`src/rtl/ex_stage_p.sv`:
```
// ex_stage_p: registered execute stage.
// Forwarding muxes, single-cycle ALU, iterative multiplier, EX/MEM register.
module ex_stage_p #(
    parameter int XLEN       = 32,
    parameter int MUL_LAT    = 4,
    parameter int REG_ADDR_W = 5
) (
    input  logic                  clk,
    input  logic                  rst,
    input  logic                  id_valid,
    output logic                  id_ready,
    input  logic [3:0]            alu_op,
    input  logic [6:0]            op,
    input  logic                  isForw_ON,
    input  logic [1:0]            forwA,
    input  logic [1:0]            forwB,
    input  logic [XLEN-1:0]       exmem_result,
    input  logic [XLEN-1:0]       memwb_result,
    input  logic [XLEN-1:0]       data1,
    input  logic [XLEN-1:0]       data2,
    input  logic [XLEN-1:0]       s_data,
    input  logic [REG_ADDR_W-1:0] rd_in,
    input  logic                  mem_stall,
    input  logic                  flush,
    output logic                  ex_valid,
    output logic [XLEN-1:0]       ex_result,
    output logic [XLEN-1:0]       ex_sdata,
    output logic [REG_ADDR_W-1:0] ex_rd,
    output logic [6:0]            ex_op,
    output logic                  Z,
    output logic                  N,
    output logic                  C,
    output logic                  V
);

    localparam logic [6:0] OP_STORE = 7'b0100011;
    localparam int SHW = $clog2(XLEN);
    localparam int CW  = $clog2(MUL_LAT) + 1;
    // multiplier bits retired per step; MUL_LAT-1 steps cover XLEN bits
    localparam int K   = (XLEN + MUL_LAT - 2) / (MUL_LAT - 1);
    localparam logic [XLEN-1:0] DMASK = {XLEN{1'b1}} >> (XLEN - K);
    localparam int M   = XLEN - 1;

    typedef enum logic {
        S_IDLE,
        S_MUL_BUSY
    } state_t;

    state_t          r_state, w_state_nxt;
    logic [CW-1:0]   r_cnt, w_cnt_nxt;

    logic [1:0]      w_sel_a, w_sel_b;
    logic            w_is_store, w_is_mul;
    logic [XLEN-1:0] w_fwd_b_src, w_fwd_a, w_fwd_b;
    logic [XLEN-1:0] w_op1, w_op2, w_sdata;
    logic [SHW-1:0]  w_shamt;
    logic [XLEN:0]   w_sum, w_dif;
    logic [XLEN-1:0] w_res;
    logic            w_c, w_v;

    logic            w_accept, w_accept_alu, w_accept_mul;
    logic            w_mul_step, w_mul_done;
    logic [XLEN-1:0] w_pp, w_acc_nxt;

    logic [XLEN-1:0]       r_mcand, r_mplier, r_acc, r_msdata;
    logic [REG_ADDR_W-1:0] r_mrd;
    logic [6:0]            r_mop;

    function automatic logic [XLEN-1:0] fwd_mux(
        input logic [1:0]      sel,
        input logic [XLEN-1:0] reg_v,
        input logic [XLEN-1:0] exmem_v,
        input logic [XLEN-1:0] memwb_v
    );
        case (sel)
            2'b01:   fwd_mux = exmem_v;
            2'b10:   fwd_mux = memwb_v;
            default: fwd_mux = reg_v;
        endcase
    endfunction

    assign w_sel_a     = isForw_ON ? forwA : 2'b00;
    assign w_sel_b     = isForw_ON ? forwB : 2'b00;
    assign w_is_store  = (op == OP_STORE);
    assign w_is_mul    = (alu_op == 4'd10);
    assign w_fwd_b_src = w_is_store ? s_data : data2;
    assign w_fwd_a     = fwd_mux(w_sel_a, data1, exmem_result, memwb_result);
    assign w_fwd_b     = fwd_mux(w_sel_b, w_fwd_b_src, exmem_result, memwb_result);
    assign w_op1       = w_fwd_a;
    assign w_op2       = w_is_store ? data2 : w_fwd_b;
    assign w_sdata     = w_is_store ? w_fwd_b : s_data;
    assign w_shamt     = w_op2[SHW-1:0];

    assign w_sum = {1'b0, w_op1} + {1'b0, w_op2};
    assign w_dif = {1'b0, w_op1} + {1'b0, ~w_op2} + {{XLEN{1'b0}}, 1'b1};

    // single-cycle ALU result and arithmetic flags
    always_comb begin
        w_res = '0;
        w_c   = 1'b0;
        w_v   = 1'b0;
        case (alu_op)
            4'd0: begin
                w_res = w_sum[M:0];
                w_c   = w_sum[XLEN];
                w_v   = (w_op1[M] == w_op2[M]) && (w_sum[M] != w_op1[M]);
            end
            4'd1: begin
                w_res = w_dif[M:0];
                w_c   = w_dif[XLEN];
                w_v   = (w_op1[M] != w_op2[M]) && (w_dif[M] != w_op1[M]);
            end
            4'd2: w_res = w_op1 & w_op2;
            4'd3: w_res = w_op1 | w_op2;
            4'd4: w_res = w_op1 ^ w_op2;
            4'd5: w_res = w_op1 << w_shamt;
            4'd6: w_res = w_op1 >> w_shamt;
            4'd7: w_res = $unsigned($signed(w_op1) >>> w_shamt);
            4'd8: w_res = {{(XLEN-1){1'b0}}, $signed(w_op1) < $signed(w_op2)};
            4'd9: w_res = {{(XLEN-1){1'b0}}, w_op1 < w_op2};
            default: w_res = '0;
        endcase
    end

    assign id_ready     = !mem_stall && (r_state == S_IDLE);
    assign w_accept     = id_valid && id_ready && !flush;
    assign w_accept_alu = w_accept && !w_is_mul;
    assign w_accept_mul = w_accept && w_is_mul;

    // the last step only fires when the result can be written downstream
    assign w_mul_step = (r_state == S_MUL_BUSY) && !flush &&
                        ((r_cnt > CW'(1)) || !mem_stall);
    assign w_mul_done = (r_state == S_MUL_BUSY) && !flush &&
                        (r_cnt == CW'(1)) && !mem_stall;

    assign w_pp      = r_mcand * (r_mplier & DMASK);
    assign w_acc_nxt = r_acc + w_pp;

    // FSM state and latency counter
    always_ff @(posedge clk or posedge rst) begin
        if (rst) begin
            r_state <= S_IDLE;
            r_cnt   <= '0;
        end else begin
            r_state <= w_state_nxt;
            r_cnt   <= w_cnt_nxt;
        end
    end

    // next state: flush wins, completion holds at count 1 under stall
    always_comb begin
        w_state_nxt = r_state;
        w_cnt_nxt   = r_cnt;
        if (flush) begin
            w_state_nxt = S_IDLE;
            w_cnt_nxt   = '0;
        end else begin
            case (r_state)
                S_IDLE: begin
                    if (w_accept_mul) begin
                        w_state_nxt = S_MUL_BUSY;
                        w_cnt_nxt   = CW'(MUL_LAT - 1);
                    end
                end
                S_MUL_BUSY: begin
                    if (r_cnt > CW'(1)) begin
                        w_cnt_nxt = r_cnt - CW'(1);
                    end else if (!mem_stall) begin
                        w_state_nxt = S_IDLE;
                        w_cnt_nxt   = '0;
                    end
                end
                default: begin
                    w_state_nxt = S_IDLE;
                    w_cnt_nxt   = '0;
                end
            endcase
        end
    end

    // shift-add multiplier: K multiplier bits per busy step
    always_ff @(posedge clk or posedge rst) begin
        if (rst) begin
            r_mcand  <= '0;
            r_mplier <= '0;
            r_acc    <= '0;
            r_msdata <= '0;
            r_mrd    <= '0;
            r_mop    <= '0;
        end else if (w_accept_mul) begin
            r_mcand  <= w_op1;
            r_mplier <= w_op2;
            r_acc    <= '0;
            r_msdata <= w_sdata;
            r_mrd    <= rd_in;
            r_mop    <= op;
        end else if (w_mul_step) begin
            r_acc    <= w_acc_nxt;
            r_mcand  <= r_mcand << K;
            r_mplier <= r_mplier >> K;
        end
    end

    // EX/MEM register: flush kills valid, stall holds everything
    always_ff @(posedge clk or posedge rst) begin
        if (rst) begin
            ex_valid  <= 1'b0;
            ex_result <= '0;
            ex_sdata  <= '0;
            ex_rd     <= '0;
            ex_op     <= '0;
            Z         <= 1'b0;
            N         <= 1'b0;
            C         <= 1'b0;
            V         <= 1'b0;
        end else if (flush) begin
            ex_valid <= 1'b0;
        end else if (w_mul_done) begin
            ex_valid  <= 1'b1;
            ex_result <= w_acc_nxt;
            ex_sdata  <= r_msdata;
            ex_rd     <= r_mrd;
            ex_op     <= r_mop;
            Z         <= (w_acc_nxt == '0);
            N         <= w_acc_nxt[M];
            C         <= 1'b0;
            V         <= 1'b0;
        end else if (!mem_stall) begin
            ex_valid <= w_accept_alu;
            if (w_accept_alu) begin
                ex_result <= w_res;
                ex_sdata  <= w_sdata;
                ex_rd     <= rd_in;
                ex_op     <= op;
                Z         <= (w_res == '0);
                N         <= w_res[M];
                C         <= w_c;
                V         <= w_v;
            end
        end
    end

endmodule

```
`config.mk`:
```
export PLATFORM = sky130hd
export DESIGN_NAME = ex_stage_p
export DESIGN_NICKNAME = d
export VERILOG_FILES = /design/src/rtl/ex_stage_p.sv
export SDC_FILE = /design/constraint.sdc
export NUM_CORES = 2
export LEC_CHECK = 0
export ABC_AREA = 1
export CAP_MARGIN = 20
export CORE_MARGIN = 3
export CORE_UTILIZATION = 50
export DETAILED_ROUTE_END_ITERATION = 8
export PLACE_DENSITY_LB_ADDON = 0.2
export SETUP_SLACK_MARGIN = 0.2
export SLEW_MARGIN = 15
export SYNTH_ARGS = -nofsm -noshare
export SYNTH_HDL_FRONTEND = slang
export SYNTH_SLANG_ARGS = --single-unit
```
`constraint.sdc`:
```
create_clock -name clk -period 8.7 [get_ports clk]
set_clock_uncertainty 0.05 [all_clocks]
set_input_delay 1.74 -clock clk [delete_from_list [all_inputs] [get_ports clk]]
set_output_delay 1.74 -clock clk [all_outputs]
set_load 0.01 [all_outputs]
```
# Word-level counts from Yosys, hierarchy flattened
# Index checks and enable logic that the tools add are counted.
dict set report classes {
  n_reduce_logical 22
  n_lt_le_gt_ge 3
  n_mul 1
  shift 3
  mux 53
  addsub 5
  bitwise_logic 6
  n_eq_ne 24
}
# op n
set op_table {}
lappend op_table {{32-bit two-way mux} 15}
lappend op_table {{32-bit case mux with 10 select lines} 1}
lappend op_table {{32-bit case mux with 2 select lines} 2}
lappend op_table {{32-bit by 32-bit adder with 33-bit output} 2}
lappend op_table {{32-bit zero test} 2}
lappend op_table {{32-bit less-than comparator} 2}
lappend op_table {{33-bit by 1-bit adder with 33-bit output, second input constant} 1}
lappend op_table {{32-bit adder} 1}
lappend op_table {{32-bit AND} 1}
lappend op_table {{32-bit by 11-bit multiplier with 32-bit output} 1}
lappend op_table {{32-bit inverter} 1}
lappend op_table {{32-bit OR} 1}
lappend op_table {{32-bit by 5-bit << shifter with 32-bit output} 1}
lappend op_table {{32-bit by 5-bit right shift with 32-bit output} 1}
lappend op_table {{32-bit by 5-bit >>> shifter with 32-bit output} 1}
lappend op_table {{32-bit bitwise XOR} 1}
lappend op_table {{7-bit two-way mux} 3}
lappend op_table {{1-bit two-way mux} 19}
lappend op_table {{4-bit by 3-bit equality test with 1-bit output, second input constant} 4}
lappend op_table {{5-bit two-way mux} 3}
lappend op_table {{4-bit equality test, second input constant} 3}
lappend op_table {{3-bit two-way mux} 4}
lappend op_table {{1-bit logical AND} 11}
lappend op_table {{4-bit by 2-bit equality test with 1-bit output, second input constant} 2}
lappend op_table {{other kinds (23)} 34}
dict set report word_totals {
  output_inout_bits 82
  wordCells 134
  reg_bits 225
}

# Longest topological paths before layout
dict set report depth {
  ltp_word 13
  mapped_depth 36
}

# Worst setup path after synthesis
# OpenSTA, ideal clock, no wires.
dict set report synth_timing {
  kind {input -> register}
  start {in forwB[0]}
  end {reg Z}
  arrival_time_ns 5.534
  setup_slack_ns 3.044
  path_buffers 4
  path_stages 31
  required_ns 8.579
  cell_sequence {nand2_1 -> inv_1 -> ha_1 -> buf_2 -> clkbuf_1 -> clkbuf_1 -> buf_1 -> a22oi_1 -> nand2_1 -> o21ai_0 -> ha_1 -> inv_1 -> nand2_1 -> nor2_1 -> inv_1 -> nor2_1 -> nand3_1 -> nand3_1 -> a21o_1 -> nand2_1 -> nand2_1 -> nand2_1 -> nand3_1 -> o21ai_0 -> nor3_2 -> nand3_1 -> nor2_1 -> nand2_1 -> nor2_1 -> nor2_1 -> nor2_1}
}
dict set report synth_via {
  elab_chain_len 12
  elab_cells_between_ends 22
  cone_classes {3 x add/sub; 2 x order compare; 2 x eq/ne; 3 x shift; 7 x mux; 4 x bitwise; 1 x reduce/logical}
}
# item line_no
set synth_lines {}
lappend synth_lines {{from (decl)} 16} ;# input logic [1:0] forwB,
lappend synth_lines {{2-bit two-way mux *} 83} ;# assign w_sel_b = isForw_ON ? forwB : 2'b00;
lappend synth_lines {{2-bit equality test / 2-bit by 1-bit equality test with 1-bit output (equally long branches)} 75} ;# case (sel)
lappend synth_lines {{32-bit case mux with 2 select lines *} 75}
lappend synth_lines {{32-bit two-way mux *} 90} ;# assign w_op2 = w_is_store ? data2 : w_fwd_b;
lappend synth_lines {{32-bit inverter} 95} ;# assign w_dif = {1'b0, w_op1} + {1'b0, ~w_op2} + {{XLEN{1'b0}}, 1'b1};
lappend synth_lines {{32-bit by 32-bit adder with 33-bit output} 95}
lappend synth_lines {{33-bit by 1-bit adder with 33-bit output} 95}
lappend synth_lines {{32-bit case mux with 10 select lines *} 102} ;# case (alu_op)
lappend synth_lines {{32-bit zero test *} 235} ;# Z <= (w_res == '0);
lappend synth_lines {{1-bit two-way mux *} 230} ;# if (w_accept_alu) begin
lappend synth_lines {{1-bit two-way mux *} 228} ;# end else if (!mem_stall) begin
lappend synth_lines {{1-bit two-way mux *} 218} ;# end else if (w_mul_done) begin
lappend synth_lines {{to (signal assigned)} 224} ;# Z <= (w_acc_nxt == '0);
lappend synth_lines {{to (signal assigned)} 235}
lappend synth_lines {{to (decl)} 30} ;# output logic Z,
# Mark *: on every way between the ends. The rest lies on a longest branch, timed or not. The select of a mux whose other input is x is not followed.
# A chain may end at the register's enable or synchronous reset.

# Worst setup path in the final report
dict set report layout_timing {
  start {in isForw_ON}
  end {reg Z}
}
dict set report layout_via {
  elab_chain_len 12
  elab_cells_between_ends 26
  cone_classes {3 x add/sub; 2 x order compare; 4 x eq/ne; 3 x shift; 9 x mux; 4 x bitwise; 1 x reduce/logical}
}
# item line_no
set layout_lines {}
lappend layout_lines {{from (decl)} 14} ;# input logic isForw_ON,
lappend layout_lines {{2-bit two-way mux} 83}
lappend layout_lines {{2-bit equality test / 2-bit by 1-bit equality test with 1-bit output (equally long branches)} 75}
lappend layout_lines {{32-bit case mux with 2 select lines} 75}
lappend layout_lines {{32-bit two-way mux} 90}
lappend layout_lines {{32-bit inverter} 95}
lappend layout_lines {{32-bit by 32-bit adder with 33-bit output} 95}
lappend layout_lines {{33-bit by 1-bit adder with 33-bit output} 95}
lappend layout_lines {{32-bit case mux with 10 select lines *} 102}
lappend layout_lines {{32-bit zero test *} 235}
lappend layout_lines {{1-bit two-way mux *} 230}
lappend layout_lines {{1-bit two-way mux *} 228}
lappend layout_lines {{1-bit two-way mux *} 218}
# Marked as above.

==> flow_metrics.py <==
metrics = {
    "floorplanning": {
        "start_util_pct": 50.67,
        "die_w_microns": 253.8,
        "num_rows": 90,
        "io_pins": 268,
        "chipHeight_microns": 253.8,
        "core_sq_mm": 0.06058,
        "die-area_sq_mm": 0.06441,
    },
    "sta": {
        "hold_violations": 0,
        "max-slew-margin-rel_pct": 13.65,
        "final_max_slew_viol_count": 0,
        "fmax_mhz": 133.0,
        "setup_tns_ns": 0,
        "finalSetupViolCount": 0,
        "rsz0062_at_grt": "false",
        "min_period_ns": 7.521,
        "worst_pin_slew_ns": 1.282,
        "post-route-period-util_pct": 86.44,
    },
    "clock_tree": {
        "htreeDepth": 1,
        "cts_resized": 0,
        "clk_pin_slew_ns": 0.06,
        "clockRootBuffer": "clkbuf_16",
        "tritoncts": "yes",
        "clockBufferDepth": 3,
        "cts_buffers": 28,
        "cts.sinks": 224,
        "cts_hold_buf": 0,
        "clock_latency_ns": 0.62,
        "postCtsSetupBuffers": 0,
    },
    "synthesis": {
        "synth_area_per_cell_sq_um": 6.672,
        "synth_top_cell_area_share_pct": 18.26,
        "syn_inst": 4601,
        "yosys-top-cells-area": "dfrtp_1 (18%), fa_1 (16%), nand2_1 (15%)",
        "synth-edff-count": 0,
        "ys_seq_elements": 224,
        "mappedNetlistArea_sq_mm": 0.03070,
        "synth_top_cell_by_area": "dfrtp_1",
        "synth_commonest_cells": "nand2_1 (1199), inv_1 (751), nand3_1 (518)",
        "synth_fp_nets": 5191,
        "synth_cell_type_count": 54,
        "yosysMostFrequentCell": "nand2_1",
        "yosysSeqAreaShare_pct": 18.26,
        "synth-warning-count": 0,
        "ys.flop_type": "dfrtp_1",
        "synth-async-reset-ratio_pct": 100.0,
    },
    "global_routing": {
        "grt_max_degree": 134,
        "gr-total-overflow": 0,
        "grt.total_usage_pct": 43.51,
        "antenna_found_initial": 10,
        "grt_pass1_wl_microns": 208000,
        "grt_pass1_vias": 32740,
    },
    "drt": {
        "dr_total_vias": 33850,
        "wl_per_cell_microns": 25.59,
        "routed_wl_microns": 142000,
        "drtIter0Drc": 3564,
        "drc_errors": 0,
        "postRouteAntennaNets": 0,
        "drt-pass1-iter-count": 6,
        "vias_per_cell": 6.097,
    },
    "critical_path": {
        "arrival_ns": 7.99,
        "endpoint_kind": "flop",
        "worstSetupStartpointType": "primary input",
        "critPathMaxFanout": 24,
        "crit_type": "primary input to flop",
        "cp.required_ns": 9.17,
    },
    "pwr": {
        "internal_power_w": 0.006219,
        "switching_share_pct": 58.78,
        "p_comb_share_pct": 81.6,
        "p_seq_share_pct": 10.7,
        "power_density_mw_per_mm2": 431.3,
        "p_sw_w": 0.008869,
        "p_leak_nw": 17.76,
        "worst_ir_drop_vdd_mv": 0.6572,
        "pwr-share-clk_pct": 7.7,
    },
    "layout": {
        "num-fill-cells": 5894,
        "drive_gt1_share_pct": 4.639,
        "final_area_sq_mm": 0.03498,
        "fin_nets": 5336,
        "layout-area-overhead-vs-synth_pct": 13.95,
    },
    "flow_run": {
        "drv_cap": 0,
    },
    "status": {
        "status": "finished, final reports clean",
    },
    "placement": {
        "port_buffers": 267,
        "post_dp_cell_area_sq_mm": 0.03408,
        "place_hpwl_microns": 112500,
        "gp_congestion": 1.048,
    },
    "min_path": {
        "hold_class": "flop to flop",
    },
}
-- final timing paths --
kind	slack, ns	depth (start not counted)	endpoint	startpoint
worst min register to register	0.43	2	r_mop[5]	r_mop[5]
min in group asynchronous	1.70	2	ex_result[3]	rst
worst max register to register	1.77	26	Z	r_mplier[4]
worst min-delay path	0.43	2	r_mop[5]	r_mop[5]
max in group asynchronous	5.42	3	r_mplier[26]	rst
worst max-delay path	1.18	28	Z	isForw_ON
-- stage by stage --
stage	utilization [%]	power (W)	instances	setup WS (ns)	hold slack (ns)
after detailed placement	56.25	0.01356	5498	0.8871	0.4143
after global placement	56.21	0.01344	5496	0.9092	0.4079
final	57.74	0.01509	5551	1.179	0.4322
after global routing	57.73	0.01647	5549	0.8752	0.4482
after CTS	57.72	0.01486	5546	1.474	0.4277
after floorplan	-	0.01016	4601	0.7755	0.3922
-- worst max-delay path, cell delays in order --
cell and delay, ns:
clkdlybuf4s50_1 0.69, nand2_1 0.14, ha_1 0.32, inv_2 0.26, buf_4 0.33, nand3_1 0.11, o21ai_1 0.37, inv_1 0.15
ha_1 0.48, nor2_1 0.29, nand3_1 0.15, o21ai_0 0.83, nand3_1 0.25, nand3_1 0.34, nand2_1 0.08, nand3_1 0.07
nand2_1 0.05, a21oi_1 0.42, nand2_1 0.10, inv_1 0.06, nand3_1 0.09, nor2_1 0.12, nand3_1 0.12, nor2_1 0.10
nand2_1 0.06, nor2_1 0.11, nor2_1 0.05, nor2_1 0.08
-- final cells by class --
class	instances	area, sq um	area share (%)
sequential	224	5607	16.03
inverter	763	2874	8.216
antenna	5	12.51	0.03577
tap	782	978.4	2.797
clock buffer	38	798.3	2.282
clock inverter	10	91.34	0.2611
timing repair buffer	374	3508	10.03
multi-input combinational	3355	21110	60.35
-- placed cells by master, fill, tap and decap left out, types with 12 or more instances in the layout --
cell                n
ha_1              153
nand2_1          1197
a21oi_1           230
fa_1              251
nand4_1            34
o21ai_1            34
inv_1             748
mux2i_1            19
dfrtp_1           223
clkdlybuf4s50_1   267
nor2_1            250
a21o_1             12
nand3_2            21
o21ai_0           256
xnor2_1            19
o221ai_1           42
a22oi_1            20
xor2_1             24
o22ai_1            76
clkbuf_16          28
o211ai_1           60
nand3_1           518
nor3_1             27
buf_4             104
-- sequential cells by signal, summed over array words and instances (netlist names), 3 cells and up --
register and flops:
r_mop 7, ex_rd 5, r_mplier 32, ex_sdata 32, r_acc 32, r_mrd 5
r_msdata 32, ex_result 32, r_cnt 3, ex_op 7, r_mcand 32
-- power by group through the flow --
stage	Clock, W	Combinational [W]	Sequential [W]
2_1_floorplan	0	0.00873	0.00143
3_3_place_gp	0	0.0118	0.00161
3_5_place_dp	0	0.0119	0.00161
4_1_cts	0.00116	0.0121	0.00159
5_1_grt	0.00120	0.0136	0.00162
6_report	0.00116	0.0123	0.00161
-- routing by layer --
metal / track usage (%) / vias to the layer above / wire [microns]
met5: 0 / - / 68
met4: 30.28 / 8 / 12060
met3: 10.61 / 537 / 15730
met2: 69.37 / 2094 / 63310
met1: 51.88 / 16140 / 50870
li1: - / 15070 / -
-- cells by family after synthesis --
family | after synthesis | synth area share, %
adders and majority gates | 404 | 22.60
and+or+nand+nor | 2091 | 28.88
muxes | 19 | 0.6195
xor gates and xnor gates | 43 | 1.227
DFF | 224 | 18.26
AOI/OAI and AO/OA | 798 | 15.28
buffers and inverters | 1022 | 13.12
Note: power is estimated with default switching activity, not from simulation.
